<file path="src/rtl/layer_trigger_engine.sv">
// Layer coincidence trigger: per-channel hit stretching, layer/hit counting,
// condition evaluation, IDLE/COLLECT/COMMIT record builder and a FWFT record FIFO.
module layer_trigger_engine #(
  parameter int N_CH       = 64,
  parameter int N_LAYERS   = 4,
  parameter int FIFO_DEPTH = 16,
  parameter int TS_W       = 56
) (
  input  logic              clk_adc,
  input  logic              nrst,
  input  logic [N_CH-1:0]   hit_in,
  input  logic [N_CH-1:0]   ch_mask,
  input  logic [5:0]        trig_enable,
  input  logic [5:0]        prescale_pass,
  input  logic              ext_trig,
  input  logic [5:0]        coincidence_time,
  input  logic [7:0]        dead_time,
  input  logic [4:0]        out_width,
  input  logic [7:0]        n_layer_thr,
  input  logic [7:0]        n_hit_thr,
  input  logic              clear,
  output logic              trig_out,
  output logic              rec_valid,
  input  logic              rec_ready,
  output logic [5:0]        rec_bits,
  output logic [TS_W-1:0]   rec_ts,
  output logic [15:0]       overflow_cnt,
  output logic [TS_W-1:0]   timestamp
);

  localparam int CPL    = N_CH / N_LAYERS;
  localparam int LCNT_W = $clog2(CPL + 1);
  localparam int TCNT_W = $clog2(N_CH + 1);
  localparam int LAY_W  = $clog2(N_LAYERS + 1);
  localparam int AW     = $clog2(FIFO_DEPTH);

  typedef enum logic [1:0] {S_IDLE, S_COLLECT, S_COMMIT} state_t;

  logic [N_CH-1:0]                    r_hit_p0;
  logic [N_CH-1:0][5:0]               r_str_p1;
  logic [N_LAYERS-1:0][LCNT_W-1:0]    r_lcnt_p2;
  logic [TCNT_W-1:0]                  r_tcnt_p2;
  logic [LAY_W-1:0]                   r_nlay_p2;
  logic [5:0]                         r_cond_p3;

  logic [N_CH-1:0]                    w_active;
  logic [N_LAYERS-1:0][LCNT_W-1:0]    w_lcnt;
  logic [TCNT_W-1:0]                  w_tcnt;
  logic [LAY_W-1:0]                   w_nlay;
  logic [N_LAYERS-1:0]                w_lhit;
  logic [5:0]                         w_cond;
  logic [5:0]                         w_accept;

  state_t          r_state;
  logic [7:0]      r_win;
  logic [5:0]      r_bits;
  logic [TS_W-1:0] r_ts_lat;
  logic            r_trig;
  logic [4:0]      r_trig_rem;
  logic [TS_W-1:0] r_ts;
  logic [15:0]     r_ovf;
  logic [AW:0]     r_wr_ptr;
  logic [AW:0]     r_rd_ptr;
  logic [5:0]      r_mem_bits [FIFO_DEPTH];
  logic [TS_W-1:0] r_mem_ts   [FIFO_DEPTH];

  logic [7:0] w_win_load;
  logic [4:0] w_width_load;
  logic       w_empty;
  logic       w_full;
  logic       w_pop;
  logic       w_push;
  logic       w_commit;

  always_comb begin
    w_active = '0;
    for (int c = 0; c < N_CH; c++)
      w_active[c] = (r_str_p1[c] != 6'd0);
  end

  always_comb begin
    w_lcnt = '0;
    w_tcnt = '0;
    w_nlay = '0;
    for (int l = 0; l < N_LAYERS; l++) begin
      for (int i = 0; i < CPL; i++)
        w_lcnt[l] = w_lcnt[l] + LCNT_W'(w_active[l*CPL + i]);
      w_tcnt = w_tcnt + TCNT_W'(w_lcnt[l]);
      if (w_lcnt[l] != '0)
        w_nlay = w_nlay + LAY_W'(1);
    end
  end

  always_comb begin
    w_lhit = '0;
    w_cond = '0;
    for (int l = 0; l < N_LAYERS; l++)
      w_lhit[l] = (r_lcnt_p2[l] != '0);
    w_cond[0] = &w_lhit;
    w_cond[1] = (32'(r_nlay_p2) >= 32'(n_layer_thr));
    for (int l = 0; l < N_LAYERS - 1; l++)
      w_cond[2] = w_cond[2] | (w_lhit[l] & w_lhit[l+1]);
    for (int l = 0; l < N_LAYERS - 2; l++)
      w_cond[3] = w_cond[3] | (w_lhit[l] & w_lhit[l+2]);
    w_cond[4] = (32'(r_tcnt_p2) >= 32'(n_hit_thr));
    w_cond[5] = ext_trig;
  end

  assign w_accept     = r_cond_p3 & trig_enable & prescale_pass;
  assign w_win_load   = (dead_time == 8'd0) ? 8'd1 : dead_time;
  assign w_width_load = (out_width == 5'd0) ? 5'd1 : out_width;

  // p0 masked hits -> p1 stretch counters -> p2 counts -> p3 conditions
  always_ff @(posedge clk_adc or negedge nrst) begin
    if (!nrst) begin
      r_hit_p0  <= '0;
      r_str_p1  <= '0;
      r_lcnt_p2 <= '0;
      r_tcnt_p2 <= '0;
      r_nlay_p2 <= '0;
      r_cond_p3 <= '0;
    end else if (clear) begin
      r_hit_p0  <= '0;
      r_str_p1  <= '0;
      r_lcnt_p2 <= '0;
      r_tcnt_p2 <= '0;
      r_nlay_p2 <= '0;
      r_cond_p3 <= '0;
    end else begin
      r_hit_p0 <= hit_in & ch_mask;
      for (int c = 0; c < N_CH; c++) begin
        if (r_hit_p0[c])
          r_str_p1[c] <= coincidence_time;
        else if (r_str_p1[c] != 6'd0)
          r_str_p1[c] <= r_str_p1[c] - 6'd1;
      end
      r_lcnt_p2 <= w_lcnt;
      r_tcnt_p2 <= w_tcnt;
      r_nlay_p2 <= w_nlay;
      r_cond_p3 <= w_cond;
    end
  end

  // Trigger pulse timing runs off its own counter so it ignores FSM progress
  always_ff @(posedge clk_adc or negedge nrst) begin
    if (!nrst) begin
      r_state    <= S_IDLE;
      r_win      <= '0;
      r_bits     <= '0;
      r_ts_lat   <= '0;
      r_trig     <= 1'b0;
      r_trig_rem <= '0;
    end else if (clear) begin
      r_state    <= S_IDLE;
      r_win      <= '0;
      r_bits     <= '0;
      r_ts_lat   <= '0;
      r_trig     <= 1'b0;
      r_trig_rem <= '0;
    end else begin
      if (r_trig_rem != 5'd0)
        r_trig_rem <= r_trig_rem - 5'd1;
      else
        r_trig <= 1'b0;
      case (r_state)
        S_IDLE: begin
          if (|w_accept) begin
            r_bits     <= w_accept;
            r_ts_lat   <= r_ts;
            r_win      <= w_win_load;
            r_trig     <= 1'b1;
            r_trig_rem <= w_width_load - 5'd1;
            r_state    <= S_COLLECT;
          end
        end
        S_COLLECT: begin
          r_bits <= r_bits | w_accept;
          r_win  <= r_win - 8'd1;
          if (r_win == 8'd1)
            r_state <= S_COMMIT;
        end
        S_COMMIT: r_state <= S_IDLE;
        default:  r_state <= S_IDLE;
      endcase
    end
  end

  assign w_commit = (r_state == S_COMMIT);
  assign w_empty  = (r_wr_ptr == r_rd_ptr);
  assign w_full   = (r_wr_ptr[AW] != r_rd_ptr[AW]) &&
                    (r_wr_ptr[AW-1:0] == r_rd_ptr[AW-1:0]);
  assign w_pop    = !w_empty && rec_ready;
  assign w_push   = w_commit && (!w_full || w_pop);

  always_ff @(posedge clk_adc or negedge nrst) begin
    if (!nrst) begin
      r_wr_ptr <= '0;
      r_rd_ptr <= '0;
      r_ovf    <= '0;
      r_ts     <= '0;
    end else if (clear) begin
      r_wr_ptr <= '0;
      r_rd_ptr <= '0;
      r_ovf    <= '0;
      r_ts     <= '0;
    end else begin
      r_ts <= r_ts + TS_W'(1);
      if (w_push)
        r_wr_ptr <= r_wr_ptr + (AW+1)'(1);
      if (w_pop)
        r_rd_ptr <= r_rd_ptr + (AW+1)'(1);
      if (w_commit && !w_push && r_ovf != 16'hFFFF)
        r_ovf <= r_ovf + 16'd1;
    end
  end

  // Storage needs no reset: outputs are gated by the empty flag
  always_ff @(posedge clk_adc) begin
    if (w_push && !clear) begin
      r_mem_bits[r_wr_ptr[AW-1:0]] <= r_bits;
      r_mem_ts[r_wr_ptr[AW-1:0]]   <= r_ts_lat;
    end
  end

  assign rec_valid    = !w_empty;
  assign rec_bits     = w_empty ? '0 : r_mem_bits[r_rd_ptr[AW-1:0]];
  assign rec_ts       = w_empty ? '0 : r_mem_ts[r_rd_ptr[AW-1:0]];
  assign trig_out     = r_trig;
  assign overflow_cnt = r_ovf;
  assign timestamp    = r_ts;

endmodule
</file>
<file path="config.mk">
export PLATFORM = sky130hd
export DESIGN_NAME = layer_trigger_engine
export DESIGN_NICKNAME = d
export VERILOG_FILES = /design/src/rtl/layer_trigger_engine.sv
export SDC_FILE = /design/constraint.sdc
export NUM_CORES = 2
export LEC_CHECK = 0
export BUFFER_PORTS_ARGS = -buffer_cell sky130_fd_sc_hd__clkbuf_2
export CAP_MARGIN = 20
export CELL_PAD_IN_SITES_DETAIL_PLACEMENT = 2
export CELL_PAD_IN_SITES_GLOBAL_PLACEMENT = 2
export CORE_ASPECT_RATIO = 2
export CORE_MARGIN = 3
export CORE_UTILIZATION = 45
export CTS_CLUSTER_DIAMETER = 50
export DETAILED_ROUTE_END_ITERATION = 8
export PLACE_DENSITY = 0.88
export SETUP_SLACK_MARGIN = 0.3
export SYNTH_ARGS = -nofsm -noshare
export SYNTH_HDL_FRONTEND = slang
export SYNTH_SLANG_ARGS = --single-unit
</file>
<file path="constraint.sdc">
create_clock -name clk_adc -period 9.7 [get_ports clk_adc]
set_input_delay 0.97 -clock clk_adc [delete_from_list [all_inputs] [get_ports clk_adc]]
set_output_delay 0.97 -clock clk_adc [all_outputs]
set_load 0.05 [all_outputs]
</file>
# Word-level counts from Yosys, hierarchy flattened
# Memories as Yosys holds them, arrays and structs flattened.
# Cells that the tools add are included.
[classes]
reduce_logical = 162
order_cmp = 2
n_bitwise = 12
n_addsub = 137
eq_ne = 9
n_mux = 172
[ops]
columns = ["op", "n"]
rows = [
  ["6-bit 2-to-1 mux", 132],
  ["384-bit 2-to-1 mux", 1],
  ["6-bit nonzero test", 64],
  ["6-bit by 1-bit subtractor with 6-bit output (second input constant)", 64],
  ["56-bit 2-to-1 mux", 5],
  ["5-bit by 1-bit adder with 5-bit output", 44],
  ["3-bit nonzero test", 65],
  ["64-bit bitwise AND", 1],
  ["64-bit 2-to-1 mux", 1],
  ["56-bit by 1-bit adder with 56-bit output (second input constant)", 1],
  ["5-bit 2-to-1 mux", 9],
  ["5-bit nonzero test", 9],
  ["16-bit 2-to-1 mux", 2],
  ["8-bit 2-to-1 mux", 3],
  ["4-bit by 1-bit adder with 5-bit output", 4],
  ["20-bit 2-to-1 mux", 1],
  ["16-bit by 1-bit adder with 16-bit output (second input constant)", 1],
  ["3-bit by 1-bit adder with 4-bit output", 4],
  ["16-bit inequality test (second input constant)", 1],
  ["8-bit case mux with 2 select lines", 1],
  ["2-bit by 1-bit adder with 3-bit output", 4],
  ["6-bit bitwise AND", 2],
  ["3-bit 2-to-1 mux", 4],
  ["6-bit case mux with 2 select lines", 1],
  ["other kinds (34)", 70],
]
[word_totals]
in_bits = 180
ff_bits = 644
wordCells = 578
mem_bits_rw = 992
memories = 2
[memory_table]
columns = ["name", "depth", "word_bits", "rd", "rd_clocked_by_memory_dff", "write_ports", "line_no", "rtl"]
rows = [
  ["r_mem_ts", 16, 56, 1, 0, 1, "65", "logic [TS_W-1:0] r_mem_ts [FIFO_DEPTH];"],
  ["r_mem_bits", 16, 6, 1, 0, 1, "64", "logic [5:0] r_mem_bits [FIFO_DEPTH];"],
]

# Depth between registers and ports, before layout
[depth]
depth_word = 25
depth_mapped = 25
depth_no_buf = 25

# Worst setup path before layout
# No wires, ideal clock.
[synth_timing]
kind = "input to register"
from = "in clear"
to = "mem r_mem_bits[3][0], enable pin"
stages = 4
arrival_time_ns = 7.523
path_slack_ns = 1.542
n_path_buf = 3
path_cell_list = "clkbuf_1 > clkbuf_1 > clkbuf_1 > nor4_1"
[synth_between]
elab_chain_cells = 4
[synth_lines]
columns = ["element", "line_no", "rtl"]
rows = [
  ["from (decl)", "21", "input logic clear,"],
  ["1-bit zero test", "219", "if (w_push && !clear) begin"],
  ["1-bit logical AND", "219", ""],
  ["1-bit 2-to-1 mux", "219", ""],
  ["1-bit 2-to-1 mux (implied by the code)", "220", "r_mem_bits[r_wr_ptr[AW-1:0]] <= r_bits;"],
  ["to (decl)", "64", ""],
]
# No other way between the ends.

# Final worst setup path
[layout_timing]
from = "reg r_str_p1[115] in the netlist's numbering"
to = "reg r_tcnt_p2[5]"
[layout_between]
elab_chain_cells = 18
[layout_lines]
columns = ["element", "line_no", "rtl"]
rows = [
  ["from (decl)", "40", "logic [N_CH-1:0][5:0] r_str_p1;"],
  ["from (signal, indexed assignment)", "133", "r_str_p1[c] <= coincidence_time;"],
  ["from (signal, indexed assignment)", "135", "r_str_p1[c] <= r_str_p1[c] - 6'd1;"],
  ["6-bit nonzero test", "78", "w_active[c] = (r_str_p1[c] != 6'd0);"],
  ["3-bit by 1-bit adder with 4-bit output", "87", "w_lcnt[l] = w_lcnt[l] + LCNT_W'(w_active[l*CPL + i]);"],
  ["4-bit by 1-bit adder with 5-bit output", "87", ""],
  ["5-bit by 1-bit adder with 5-bit output (11 in series)", "87", ""],
  ["5-bit by 5-bit adder with 6-bit output", "88", "w_tcnt = w_tcnt + TCNT_W'(w_lcnt[l]);"],
  ["6-bit by 5-bit adder with 7-bit output", "88", ""],
  ["7-bit by 5-bit adder with 7-bit output", "88", ""],
  ["7-bit 2-to-1 mux", "122", "end else if (clear) begin"],
  ["to (signal assigned)", "138", "r_tcnt_p2 <= w_tcnt;"],
  ["to (decl)", "42", "logic [TCNT_W-1:0] r_tcnt_p2;"],
]
# No other way between the ends.
# A chain may end at the register's enable or synchronous reset.

==> summary.md <==
| Metric | Value |
|---|---|
| Die area | about 170000 um^2 |
| Asr flop ratio synth | 0.394 |
| CTS sink count | 1636 |
| Post-synth EDFFs | 992 |
| Startpoint types | register |
| CP max stage delay | ~640 ps |
| Post-DP HPWL | 144000 um |
| Post-Synthesis Cells | between 5000 and 6000 |
| Slew @ Worst Pin | ~1200 ps |
| Synth top area cells | edfxtp_1, dfrtp_1, mux4_2, nor2_1, ha_1 |
| Endpoints failing setup | 0 |
| CTS tree | done |
| Most frequent cells in the layout | edfxtp_1, dfrtp_1, nor2_1, mux4_2, clkbuf_2 |
| Number of primary I/O pins | ~320 |
| Drt total wl | between 200000 and 300000 um |
| Worst setup EP type | register |
| GR Overflow Total | 0 |
| Die H | ~580 um |
| Critical path launch point | r_str_p1[115] |
| Mean Syn Cell Area | roughly 14 um^2 |
| Worst path slowest cell | fa_1 |
| GR Layer Usage met2 | 0.552 |
| Status | finished clean |
| Top cell type's share of synthesized area | 0.406 |
| # resized after CTS | 0 |
| Met3 Resource Use GR | 0.0453 |
| Largest net degree at the start of global routing | 192 |
| Via count | 48246 |
| R2r startpoint | r_str_p1[115] |
| Reg clk slew, reported paths | about 70 ps |
| Fillers | between 15000 and 20000 |
| Syn nets | roughly 5600 |
| Longest Clk Path Bufs | 4 |
| Unrepaired setup endpoints after global routing | false |
| Register area share after synthesis | 0.626 |
| CP Max Fanout | 5 |
| Cts bufs inserted | 166 |
| CP dominant cell by count | fa_1 |
| Row count | 209 |
| Global routing's busiest layer | met2 |
| CP required | between 10000 and 15000 ps |
| Max-cap violation count | 0 |
| Netlist Area Pre-Place | between 70000 and 80000 um^2 |
| Post-synth top area cell | edfxtp_1 |
| Worst min path class | input pin to async pin |
| DR iter-0 viols | approximately 4100 |
| Area Growth Syn to Fin | 12.6% |
| Die W | roughly 290 um |
| DR WL/cell | ~33 um |
| Final period util | 0.736 |
| Initial Utilization | 0.453 |
| Netlist cell types | between 60 and 70 |
| Seq cells post-synth | 1636 |
| Utilization after layout | 0.510 |
| Crit-path cells | inv_1 -> ha_1 -> nor4bb_1 -> clkbuf_2 -> fa_1 -> inv_1 -> fa_1 -> fa_1 -> inv_1 -> fa_1 -> inv_1 -> ha_1 -> fa_1 -> inv_1 -> fa_1 -> fa_1 -> inv_1 -> ha_1 -> fa_1 -> a21o_1 -> a21oi_1 -> xor2_1 -> nor2_1 |
| CTS root buf | clkbuf_16 |
| Setup Fix Bufs, Post-CTS | 0 |
| CTS H-tree depth | 4 |
| Vias/cell | roughly 6.2 |
| Main synth FF type | edfxtp_1 |
| First-pass GRT wire length | 379000 um |
| Final Hold Viols | 0 |
| Met1 Use GR | 0.356 |
| Drt first pass iters | 7 |
| Final Max Tran Viols | 0 |
| Clock Skew | 90.6 ps |
| Vias in the first global route | 54642 |
| Routability congestion estimate from global placement | 0.792 |
| Worst EP arrival | roughly 7800 ps |
| Final ANT Viol Nets | 0 |
| Nets | roughly 5900 |
| DRC errors left | 0 |
| Hold buffers post-CTS | 0 |
| Layout cell share with drive strength beyond 1 | 0.174 |
| Setup TNS | 0 ps |
| Slew HR | 0.206 |
| Core area | 162000 um^2 |
| Fmax achieved | between 100 and 150 MHz |
| Most common cell after layout, fill and taps aside | edfxtp_1 |
| Critical path class | register to register |
| Post-layout min period | 7140 ps |
| Synth warn | 0 |
| Initial antenna violation count | 13 |
| Buffers on Ports | between 300 and 400 |
| Gr usage total | 0.302 |
| Clk Latency, worst-skew pair | between 800 and 900 ps |
==> synthesized netlist by cell type (30+ instances only) <==
cell type	count
edfxtp_1	992
a211o_1	62
nor3_1	160
o21ai_0	56
mux4_2	310
fa_1	49
clkbuf_1	220
a22oi_1	171
nand2_1	194
nand3_1	52
xor2_1	128
a21oi_1	185
and3_1	124
xnor2_1	242
nor2_1	634
a22o_1	58
ha_1	177
buf_1	30
or3_1	30
nor3b_1	48
and2_1	77
dfrtp_1	644
mux2i_1	78
inv_1	263
==> state kept, by name, indices dropped and copies added, names as in the netlist <==
register / flops
r_ts_lat: 56
r_nlay_p2: 3
r_trig_rem: 5
r_mem_ts: 896
r_lcnt_p2: 20
r_wr_ptr: 5
trig_out: 1
r_str_p1: 384
r_win: 8
r_bits: 6
r_hit_p0: 64
r_state: 2
timestamp: 56
r_cond_p3: 6
overflow_cnt: 16
r_rd_ptr: 5
r_mem_bits: 96
r_tcnt_p2: 7
==> worst paths after layout <==
| path | to | slack (ps) | cells past startpoint |
|---|---|---|---|
| max | r_tcnt_p2[5] | 2560 | 23 |
| min | r_str_p1[297] | 100 | 1 |
| max reg2reg | r_tcnt_p2[5] | 2560 | 23 |
| min reg2reg | r_trig_rem[4] | 540 | 1 |
| max in group asynchronous | r_str_p1[142] | 7190 | 3 |
| min in group clk_adc | r_cond_p3[1] | 340 | 2 |
==> area by class of cell <==
| class | count | area (um^2) | area share |
|---|---|---|---|
| Antenna cell | 9 | 22.5 | 0.000273 |
| Clock buffer | 222 | 4640 | 0.0561 |
| Clock inverter | 72 | 778 | 0.00942 |
| Inverter | 264 | 993 | 0.0120 |
| Multi-Input combinational cell | 3059 | 25500 | 0.309 |
| Sequential cell | 1636 | 45900 | 0.556 |
| Tap cell | 2110 | 2640 | 0.0319 |
| Timing Repair Buffer | 371 | 2140 | 0.0259 |
==> critical path, delay by kind of cell, from the launching register on <==
family                     cells  cell delay [ps]
AOI/OAI and AO/OA              2              380
xor gates and xnor gates       1              170
adders and majority gates     11             4800
buffers and inverters          7              790
DFF                            1              400
and+or+nand+nor                2              480
==> per-stage QoR <==
step	area (um^2)	std cells	setup slack (ps)	hold WS [ps]
6_report	82600	7743	2560	103
5_1_grt	82600	7735	2330	132
4_1_cts	82600	7730	2070	98.3
3_5_place_dp	77100	7436	2310	521
3_3_place_gp	77100	7436	2570	506
2_1_floorplan	73400	5238	1540	494
==> metal layers <==
layer / up-vias / part of all wire
li1: 19627 / -
met1: 25669 / 0.36
met2: 2284 / 0.53
met3: 660 / 0.065
met4: 6 / 0.043
met5: - / 0.00014
==> logic make-up after synthesis <==
logic type	after synthesis	synth area share
adders and majority gates	226	0.0435
DFF	1636	0.626
xor gates and xnor gates	371	0.0444
and+or+nand+nor	1468	0.0958
AOI/OAI and AO/OA	600	0.0557
buffers and inverters	543	0.0284
muxes	394	0.107
Power is not shown: default switching activity piles up to over one toggle a cycle in this logic, so the estimate is an artifact.
